<file path="src/rtl/dds_voice_scheduler.sv">
// Time-multiplexed phase accumulator for VOICES DDS voices, stepped once per sample tick.
// Optional hard-sync ports (sync_req/sync_voice) are built when HARD_SYNC_EN is defined.
module dds_voice_scheduler #(
    parameter int VOICES = 4,
    parameter int N      = 23,
    parameter int M      = 14,
    parameter int TUNE   = 16,
    parameter int DIV    = 19
) (
    input  logic                       clk,
    input  logic                       rst,
`ifdef HARD_SYNC_EN
    input  logic                       sync_req,
    input  logic [$clog2(VOICES)-1:0]  sync_voice,
`endif
    input  logic                       cfg_valid,
    output logic                       cfg_ready,
    input  logic [$clog2(VOICES)-1:0]  cfg_voice,
    input  logic [TUNE-1:0]            cfg_tuning,
    input  logic                       cfg_enable,
    output logic [M-1:0]               phase_out,
    output logic [$clog2(VOICES)-1:0]  phase_voice,
    output logic                       phase_valid,
    output logic                       frame_done,
    output logic                       busy,
    output logic                       overrun
);
    localparam int VW = $clog2(VOICES);
    localparam int CW = $clog2(DIV);

    typedef enum logic {IDLE = 1'b0, RUN = 1'b1} state_t;

    state_t            state_q, state_d;
    logic [VW-1:0]     idx_q, idx_d;
    logic [CW-1:0]     cnt_q, cnt_d;
    logic [N-1:0]      phase_q  [VOICES];
    logic [TUNE-1:0]   tuning_q [VOICES];
    logic              enable_q [VOICES];
    logic [M-1:0]      phase_out_q;
    logic [VW-1:0]     phase_voice_q;
    logic              phase_valid_q;
    logic              frame_done_q;
    logic              overrun_q;

    logic              tick_s;
    logic              last_s;
    logic              cfg_we_s;
    logic [N-1:0]      step_phase_s;

    assign tick_s    = (cnt_q == CW'(DIV - 1));
    assign last_s    = (idx_q == VW'(VOICES - 1));
    assign cfg_ready = (state_q == IDLE) && !tick_s;
    assign cfg_we_s  = cfg_valid && cfg_ready;
    assign busy      = (state_q == RUN);

    // The single shared adder: disabled voices pass their phase through unchanged.
    always_comb begin
        step_phase_s = phase_q[idx_q];
        if (enable_q[idx_q]) begin
            step_phase_s = phase_q[idx_q] + N'(tuning_q[idx_q]);
        end else begin
            step_phase_s = phase_q[idx_q];
        end
    end

    // Next-state logic for the tick divider and the IDLE/RUN sequencer.
    always_comb begin
        state_d = state_q;
        idx_d   = idx_q;
        cnt_d   = tick_s ? '0 : cnt_q + CW'(1);
        case (state_q)
            IDLE: begin
                if (tick_s) begin
                    state_d = RUN;
                    idx_d   = '0;
                end else begin
                    state_d = IDLE;
                end
            end
            RUN: begin
                idx_d = idx_q + VW'(1);
                if (last_s) begin
                    state_d = IDLE;
                end else begin
                    state_d = RUN;
                end
            end
            default: begin
                state_d = IDLE;
                idx_d   = '0;
            end
        endcase
    end

    // Control registers and the registered phase stream.
    always_ff @(posedge clk) begin
        if (rst) begin
            state_q       <= IDLE;
            idx_q         <= '0;
            cnt_q         <= '0;
            phase_out_q   <= '0;
            phase_voice_q <= '0;
            phase_valid_q <= 1'b0;
            frame_done_q  <= 1'b0;
            overrun_q     <= 1'b0;
        end else begin
            state_q       <= state_d;
            idx_q         <= idx_d;
            cnt_q         <= cnt_d;
            phase_valid_q <= (state_q == RUN);
            frame_done_q  <= (state_q == RUN) && last_s;
            if (state_q == RUN) begin
                phase_out_q   <= step_phase_s[N-1 -: M];
                phase_voice_q <= idx_q;
            end
            // A tick landing mid-frame is only recorded, never queued.
            if (tick_s && (state_q == RUN)) begin
                overrun_q <= 1'b1;
            end
        end
    end

    // Per-voice storage: accumulation in RUN, host config and hard sync in IDLE.
    always_ff @(posedge clk) begin
        if (rst) begin
            for (int v = 0; v < VOICES; v++) begin
                phase_q[v]  <= '0;
                tuning_q[v] <= '0;
                enable_q[v] <= 1'b0;
            end
        end else begin
            if (state_q == RUN) begin
                phase_q[idx_q] <= step_phase_s;
            end
`ifdef HARD_SYNC_EN
            if (sync_req && (state_q == IDLE)) begin
                phase_q[sync_voice] <= '0;
            end
`endif
            if (cfg_we_s) begin
                tuning_q[cfg_voice] <= cfg_tuning;
                enable_q[cfg_voice] <= cfg_enable;
            end
        end
    end

    assign phase_out   = phase_out_q;
    assign phase_voice = phase_voice_q;
    assign phase_valid = phase_valid_q;
    assign frame_done  = frame_done_q;
    assign overrun     = overrun_q;

endmodule

</file>
<file path="config.mk">
export PLATFORM = sky130hd
export DESIGN_NAME = dds_voice_scheduler
export DESIGN_NICKNAME = d
export VERILOG_FILES = /design/src/rtl/dds_voice_scheduler.sv
export SDC_FILE = /design/constraint.sdc
export NUM_CORES = 1
export LEC_CHECK = 0
export CORE_AREA = 2 2 148 150
export CTS_BUF_LIST = sky130_fd_sc_hd__clkbuf_4
export CTS_CLUSTER_DIAMETER = 100
export CTS_CLUSTER_SIZE = 24
export DETAILED_ROUTE_END_ITERATION = 16
export DIE_AREA = 0 0 150 152
export GPL_ROUTABILITY_DRIVEN = 0
export PLACE_DENSITY = 0.66
export RECOVER_POWER = 100
export SLEW_MARGIN = 40
export SYNTH_ARGS = -nofsm -noshare
export SYNTH_HDL_FRONTEND = slang
export SYNTH_SLANG_ARGS = --single-unit
</file>
<file path="constraint.sdc">
create_clock -name clk -period 5 [get_ports clk]
set_input_delay 0.75 -clock clk [delete_from_list [all_inputs] [get_ports clk]]
set_output_delay 0.75 -clock clk [all_outputs]
set_load 0.01 [all_outputs]
</file>
==> flow_summary_export.csv <==
group,metric,value,unit
status,status,"finished clean",
sta,finalClockSkew,22.4,ps
logic_synthesis,async_reset_ff_share,0,%
route,total_detailed_routing_wirelength,21000,µm
sta,rsz0062_at_grt,"false",
worst_setup_path,critPathLaunchType,"flip-flop",
sta,timing.final.setup_violations,0,
worst_setup_path,worst_r2r_endpoint,"phase_q[3][17]",
floorplan,floorplan.rows,54,
global_route,largest_net_degree_at_the_start_of_global_routing,32,
logic_synthesis,synth_area_leaders,"edfxtp_1 51%, mux4_2 8.1%, dfxtp_1 6.2%",
cts,clock_tree_from_tritoncts,"built",
power_and_ir_drop,ir_drop,137,µV
sta,post-route-worst-setup-slack,673,ps
sta,max_slew_margin,7.86,%
route,drc,0,
power_and_ir_drop,sequentialPowerShare,62.9,%
logic_synthesis,synth_sequential_area_ratio,57.2,%
cts,worst_path_clk_slew,150,ps
worst_setup_path,timing.critical_path.to_type,"flip-flop",
sta,min_period,4330,ps
power_and_ir_drop,p_switching,0.675,mW
cts,clock_tree.root_cell,"clkbuf_4",
floorplan,die_w,150,µm
worst_setup_path,critPathMaxStageDelay,830,ps
worst_hold_path,min_delay_worst_endpoint,"overrun",
logic_synthesis,yosysTopAreaCellShare,51.0,%
logic_synthesis,synth_cell_types,67,
place,io_buffers,42,
layout,synth_to_layout_area_growth,9.54,%
logic_synthesis,yosys_most_used_dff,"edfxtp_1",
logic_synthesis,post_synth.cell_area_avg,12.6,µm²
route,met2WireLength,10300,µm
cts,cts.hold.buffers_added,0,
cts,tritoncts_num_sinks,189,
global_route,grt_remaining_overflow,0,
floorplan,num_io_pins,43,
route,highest-signal-layer,"met4",
worst_hold_path,min-delay-path-class,"reg2reg",
cts,cts_post_setup_buffers_inserted,0,
layout,final_design_area_no_fill,10300,µm²
global_route,grtUsageTotal,19.4,%
floorplan,start_util,44.1,%
worst_hold_path,hold_depth,2,
route,post_dr_vias_cell,5.61,
layout,commonest_non_fill_non_tap_cell_in_the_layout,"edfxtp_1",
route,drt_pre_antenna_iters,5,
place,pre_cts_slack,846,ps
floorplan,die_h,152,µm
logic_synthesis,yosysWarningCount,0,
cts,cts_max_path_buffers,2,
power_and_ir_drop,clock_power_share,29.3,%
global_route,vias_in_the_first_global_route,6032,
global_route,wire_length_of_the_first_global_routing_pass,33700,µm
worst_hold_path,hp-start,"overrun",
layout,mostFrequentLayoutCells,"160 x edfxtp_1, 86 x nor2_1, 41 x a21oi_1",
power_and_ir_drop,power.static_leakage,3.69,nW
logic_synthesis,largest_area_contributor_in_the_synthesized_netlist,"edfxtp_1",
floorplan,core,21400,µm²
layout,drive_above_1_share,10.3,%
worst_setup_path,criticalPathCategory,"reg2reg",
route,routedWlPerCell,19.5,µm
worst_setup_path,cp.arrival,4690,ps
power_and_ir_drop,combinational_cell_fraction_of_total_power,7.7,%
layout,fill_cells,1972,
worst_setup_path,critical_path.slowest_cell,"dfxtp_2",
power_and_ir_drop,power.internal,2.15,mW
place,detailed_place.area,10100,µm²
sta,worstMarginPinSlew,1380,ps
route,drt_iter0_drc,490,
sta,fin_worst_hold_slack,482,ps
worst_setup_path,worst_ep_required_time,5360,ps
sta,endpoints_failing_hold,0,
sta,maxSlewViolCount,0,
global_route,antenna_found_initial,1,
power_and_ir_drop,p_sw_share,23.8,%
logic_synthesis,ys_ff_latch,189,
worst_setup_path,cells_along_the_critical_path,"clkbuf_1 -> mux4_2 -> ha_1 -> and3_1 -> and2_0 -> o21ai_0 -> a211o_1 -> a21oi_1 -> mux2i_1",
route,dr_total_vias,6031,
power_and_ir_drop,powerDensity,274,nW/µm²
logic_synthesis,synthesis.nets,787,
logic_synthesis,synth_edf_count,160,
worst_setup_path,rrSetupSlack,670,ps
sta,setup_total_negative_slack,0,ps
floorplan,die_area,22800,µm²
cts,cts_max_level,4,
cts,cts_made_buffers,17,
route,met3_length,1090,µm
route,drt.antenna.violating_nets,0,
layout,number_of_nets_in_the_layout,823,
sta,timing.fmax,231,MHz
sta,timing.final.crit_share,86.5,%
route,detail_route.wirelength.met1,9420,µm
worst_setup_path,worst_r2r_path_depth,9,
cts,worst_skew_pair.late_latency,610,ps
logic_synthesis,syn-cell-area,9410,µm²
flow_run,max_cap_viols,0,
cts,cts_repair_resize_count,0,
place,place_hpwl,13900,µm
logic_synthesis,post_synth_inst_count,745,
worst_setup_path,crit_fanout,19,
[Yosys cell counts (6+ instances only)]
cell / instances
edfxtp_1: 160
nor2_1: 86
and2_1: 74
a21oi_1: 41
nand2_1: 40
mux4_2: 34
dfxtp_1: 29
clkbuf_1: 24
nor3_1: 22
ha_1: 19
inv_1: 18
mux2i_1: 16
o21ai_0: 14
buf_2: 10
nor2b_1: 10
nor3b_1: 9
a211oi_1: 8
a21o_1: 8
and3_1: 7
nand2b_1: 7
a31oi_1: 6
mux4_1: 6
or3_1: 6
[power by group through the flow]
stage	registers [mW]	clock network [mW]	logic [mW]
final	1.78	0.830	0.219
after floorplan	1.81	0	0.149
after detailed placement	1.82	0	0.224
after global routing	1.79	0.900	0.243
after CTS	1.78	0.843	0.226
after global placement	1.81	0	0.222
[worst max-delay path by stage]
stage                         start              to  slack (ps)  cells past startpoint
final                     flip-flop  phase_q[3][17]         670                      9
after global placement    flip-flop  phase_q[0][13]         850                      8
after detailed placement  flip-flop  phase_q[0][13]         850                      8
after global routing      flip-flop  phase_q[0][17]         330                      9
after CTS                 flip-flop  phase_q[0][13]         820                      8
after floorplan           flip-flop  phase_q[3][21]        1070                     14
[cell type report]
class                      count  area, µm²  area share, %
antenna                        2       5.00         0.0485
clock buffer                  20        150           1.46
clock inverter                11        120           1.16
inverter                      18       67.6          0.655
multi-input combinational    494       3720           36.1
sequential                   189       5390           52.3
tap                          280        350           3.40
timing repair buffer          61        510           4.95
[logic make-up (layout without fill, tap and decap cells)]
| kind of cell | after synthesis | count (layout) | share of synthesized area (%) |
|---|---|---|---|
| AND/OR/NAND/NOR | 289 | 289 | 16.2 |
| adder cells (fa/ha/maj) | 20 | 20 | 2.74 |
| multiplexers | 58 | 58 | 11.8 |
| XOR/XNOR | 7 | 7 | 0.651 |
| flip-flops | 189 | 189 | 57.2 |
| AO/OA/AOI/OAI | 120 | 120 | 8.37 |
| buffers and inverters | 62 | 110 | 3.12 |
| other | 0 | 2 | 0 |
[worst max-delay path: cells and delay by family, from the launching register on]
kind | cells | cell delay, ps
flip-flops | 1 | 830
AND/OR/NAND/NOR | 2 | 420
adder cells (fa/ha/maj) | 1 | 410
buffers and inverters | 1 | 490
AO/OA/AOI/OAI | 3 | 1180
multiplexers | 2 | 750
[per-stage QoR]
stage / cells / util, % / power [mW]
floorplan: 745 / - / 1.96
global placement: 1042 / 47.3 / 2.04
global route: 1075 / 48.3 / 2.93
CTS: 1073 / 48.6 / 2.85
finish: 1075 / 48.3 / 2.83
detailed placement: 1042 / 47.4 / 2.04
[sequential cells by signal (all words and copies together), names as in the netlist, named ones only]
signal       cells
enable_q         4
phase_valid      1
phase_q         92
tuning_q        64
busy             1
overrun          1
idx_q            2
phase_voice      2
frame_done       1
phase_out       14
cnt_q            5
[layer usage]
layer	track usage, %	up-vias
li1	-	2860
met1	26.5	2990
met2	32.7	166
met3	3.36	15
met4	4.31	0
met5	0	-
(Power assumes the default switching activity.)
==> edit 1 (same flow settings) <==
The option `HARD_SYNC_EN` is turned on by a define.
--- a/src/rtl/dds_voice_scheduler.sv
+++ b/src/rtl/dds_voice_scheduler.sv
@@ -2,2 +2,4 @@
 // Optional hard-sync ports (sync_req/sync_voice) are built when HARD_SYNC_EN is defined.
+`define HARD_SYNC_EN
+
 module dds_voice_scheduler #(
Interface: changed (added sync_req and sync_voice); port bits go from 43 to 46. No check against the original RTL was run, so the function may have changed too.
==> edit 1 against the unedited design <==
- synthesized cell count is 6.7% lower
- wire length is 2.8% lower
- power hardly changed
- synthesized area is 3.8% lower
- the run now ends with capacitance limit, slew limit left
- combinational power is 5% higher
- largest power group unchanged
- setup slack better by 0.23 ns
- clock power is 3.6% lower
- sequential cell count stayed put
- utilization is 1.8 points lower
- critical path type unchanged
- worst hold slack worse by 0.024 ns
- via count is 6.3% lower
- cell area is 3.7% lower
==> edit 1: results (changes against the unedited design) <==
Tot GR Track Use: 18.78% (was 19.45%)
met3 usage: 3.153% (was 3.363%)
Worst-Margin Slew: 1.809 ns (was 1.382 ns)
Filler Cell Count: 1962 (was 1972)
WL per Instance: 19.77 µm (was 19.54 µm)
Port Buffer Count: 45 (was 42)
first-pass GRT wire length: 32.42 mm (was 33.71 mm)
failing checks: capacitance limit, slew limit
Final Max Slew Viols: 42 (was 0)
Adder-Cell Fraction of Synth Area: 2.847% (was 2.738%)
fraction of layout cells with a size suffix above 1: 10.64% (was 10.34%)
Sw Pwr: 711.7 µW (was 674.5 µW)
Synth Area in Compound Gates: 6.703% (was 8.374%)
Comb pwr share: 8.2% (was 7.7%)
XOR/XNOR Fraction of Synth Area: 2.045% (was 0.6513%)
vias per cell: 5.472 (was 5.610)
met2 usage: 30.20% (was 32.72%)
Detail Route met3 WL: 1.081 mm (was 1.085 mm)
Pleak: 0.003496 µW (was 0.003688 µW)
Final nets: 784 (was 823)
max_cap viols: 2 (was 0)
top post-synthesis cells by area: edfxtp_1 (53%), mux4_2 (9.7%), dfxtp_1 (6.4%) (was edfxtp_1 (51%), mux4_2 (8.1%), dfxtp_1 (6.2%))
sequential area share after synthesis: 59.48% (was 57.21%)
Crit path arrival time: 4.42 ns (was 4.69 ns)
peak supply drop: 0.1302 mV (was 0.1369 mV)
max incr delay on CP: 0.90 ns (was 0.83 ns)
1st-iter DRT viols: 574 (was 490)
status: complete, but fails checks (was finished, final reports clean)
Distinct cells, synth: 60 (was 67)
==> edit 1: worst register-to-register path, stage by stage (launching register included) <==
cell and delay (ns):
dfxtp_1 0.90, buf_4 0.39, mux4_2 0.37, ha_1 0.38
a21o_1 0.23, a21oi_1 0.29, a21oi_1 0.17, o21a_1 0.23
or3_1 0.32, a31oi_1 0.45, nor2_1 0.11
==> edit 1: final timing paths <==
| check | slack, ns | from | endpoint | depth (start not counted) |
|---|---|---|---|---|
| max | 0.90 | register | phase_q[2][14] | 10 |
| min | 0.46 | phase_out[10] | phase_out[10] | 2 |
| max reg2reg | 0.90 | register | phase_q[2][14] | 10 |
| min reg2reg | 0.46 | phase_out[10] | phase_out[10] | 2 |
==> edit 1: metrics by stage <==
| step | area [µm²] | total power (µW) | setup slack (ns) | cells | hold WS, ns |
|---|---|---|---|---|---|
| after floorplan | 9054 | 1977 | 1.188 | 695 | 0.4558 |
| final | 9927 | 2827 | 0.9049 | 1033 | 0.4578 |
| after CTS | 10090 | 2852 | 1.411 | 1032 | 0.4604 |
| after global routing | 9927 | 2932 | 0.6745 | 1033 | 0.4881 |
| after detailed placement | 9828 | 2072 | 1.449 | 1000 | 0.4411 |
| after global placement | 9827 | 2063 | 1.521 | 1000 | 0.4383 |
==> edit 1: cell type report <==
class                           count  area [µm²]  area share [%]
Inverter                           18       67.56          0.6806
Multi-Input combinational cell    452        3316           33.40
Timing Repair Buffer               61       541.8           5.458
Antenna cell                        1       2.502         0.02521
Sequential cell                   189        5385           54.25
Tap cell                          280       350.3           3.529
Clock buffer                       17       127.6           1.286
Clock inverter                     15       136.4           1.374
==> edit 2 (same flow settings) <==
Without the edit above. Put one more register stage on the output `overrun`, without a reset. The value now appears one clock later. The other outputs are not delayed to match.
--- a/src/rtl/dds_voice_scheduler.sv
+++ b/src/rtl/dds_voice_scheduler.sv
@@ -150,3 +150,5 @@
     assign frame_done  = frame_done_q;
-    assign overrun     = overrun_q;
+    always_ff @(posedge clk) begin
+        overrun <= overrun_q;
+    end
 
Behaviour: same outputs for any inputs over 10 cycles, from zero or initial values and one cycle with rst high; that may be too few to reach the edited logic, so the function may still have changed.
==> edit 2 against the unedited design <==
- the run now ends with capacitance limit, slew limit left
- power is 3.3% higher
- global-route usage hardly changed
- wire length is 0.34% higher
- clock power is 10% higher
- synthesized area is 0.21% higher
- final cell count is 0.37% higher
- register-to-register slack better by 0.12 ns
- clock skew is 0.0020 ns lower
- via count is 0.20% lower
- count of clock-buffer cells in the layout is 2 lower
- sequential cell count is 1 higher
- cell area is 1.0% higher
- setup slack worse by 0.053 ns
- die area stayed put
- largest cell class unchanged
- highest routed layer unchanged
==> edit 2: results (changes against the unedited design) <==
status: complete, but fails checks (was finished, final reports clean)
failing checks: capacitance limit, slew limit
Worst R2R Setup Slack: 0.79 ns (was 0.67 ns)
slowest CP cell: dlygate4sd3_1 (was dfxtp_2)
max incr delay on CP: 0.78 ns (was 0.83 ns)
R2R cell count: 10 (was 9)
XOR/XNOR Fraction of Synth Area: 0.6500% (was 0.6513%)
first-pass GRT wire length: 33.69 mm (was 33.71 mm)
kind of critical path: in -> reg (was reg -> reg)
Cells after Synth: 746 (was 745)
mux cell area share after synthesis: 11.73% (was 11.75%)
Cell Area, Placed: 10170 µm² (was 10110 µm²)
peak supply drop: 0.1791 mV (was 0.1369 mV)
fraction of layout cells with a size suffix above 1: 10.79% (was 10.34%)
Tot GR Track Use: 19.49% (was 19.45%)
number of global-route vias before repair: 6048 (was 6032)
number of CTS-inserted buffers: 17 (unchanged)
fin cells: 1079 (was 1075)
Synth Area in Compound Gates: 8.357% (was 8.374%)
routing usage on met1: 26.42% (was 26.49%)
Final nets: 826 (was 823)
skew final: 0.02037 ns (was 0.02239 ns)
CP delay by family, top: buffers and inverters (was compound AO/OA/AOI/OAI gates)
largest net degree at the start of global routing: 34 (was 32)
Mapped Nets: 788 (was 787)
Sw Pwr: 702.9 µW (was 674.5 µW)
1st-iter DRT viols: 472 (was 490)
top post-synthesis cells by area: edfxtp_1 (51%), mux4_2 (8.1%), dfxtp_1 (6.4%) (was edfxtp_1 (51%), mux4_2 (8.1%), dfxtp_1 (6.2%))
vias per cell: 5.578 (was 5.610)
max_cap viols: 1 (was 0)
WL per Instance: 19.53 µm (was 19.54 µm)
DP HPWL: 13.95 mm (was 13.88 mm)
Pleak: 0.003733 µW (was 0.003688 µW)
sequential area share after synthesis: 57.30% (was 57.21%)
Final Max Slew Viols: 34 (was 0)
CP Max Fanout: 20 (was 19)
Placed Cells: 1045 (was 1042)
Crit. Startpoint: rst
edit 2: area by class of cell:
class,instances,area (µm²)
clock inverters,14,181.4
well taps,280,350.3
flip-flops and latches,190,5406
fillers,1936,10940
inverters,18,67.56
clock buffers,18,135.1
diodes,2,5.005
multi-input cells,494,3719
repair buffers,63,549.3
edit 2: metal layers:
| layer | vias to the layer above | routed length (µm) | part of all wire, % |
|---|---|---|---|
| li1 | 2872 | - | - |
| met3 | 19 | 1066 | 5.1 |
| met2 | 169 | 10480 | 50 |
| met1 | 2959 | 9289 | 44 |
| met4 | 0 | 245 | 1.2 |
| met5 | - | 0 | 0 |
edit 2: through the flow:
stage	hold slack [ns]	util (%)	setup slack (ns)	power (µW)
6_report	0.3614	48.78	0.6197	2921
5_1_grt	0.3754	48.78	0.3820	3026
4_1_cts	0.3610	49.12	1.054	2946
3_5_place_dp	0.3382	47.63	1.088	2050
3_3_place_gp	0.3368	47.62	1.136	2048
2_1_floorplan	0.3315	-	1.070	1966
edit 2: power groups by stage:
stage | registers, µW | clock network [µW] | logic (µW)
finish | 1790 | 913 | 220
global route | 1790 | 989 | 243
CTS | 1790 | 931 | 227
detailed placement | 1820 | 0 | 226
global placement | 1820 | 0 | 226
floorplan | 1820 | 0 | 149
edit 2: logic make-up after synthesis:
family,count (synthesis)
buffers and inverters,62
AOI/OAI and AO/OA,120
xor gates and xnor gates,7
adders and majority gates,20
DFF,190
and+or+nand+nor,289
muxes,58
edit 2: how the worst min path moves through the flow:
stage | cells past startpoint | to | slack [ns] | start
finish | 0 | overrun | 0.36 | overrun_q
global route | 0 | overrun | 0.38 | overrun_q
CTS | 0 | overrun | 0.36 | overrun_q
detailed placement | 0 | overrun | 0.34 | overrun_q
global placement | 0 | overrun | 0.34 | overrun_q
floorplan | 0 | overrun | 0.33 | overrun_q
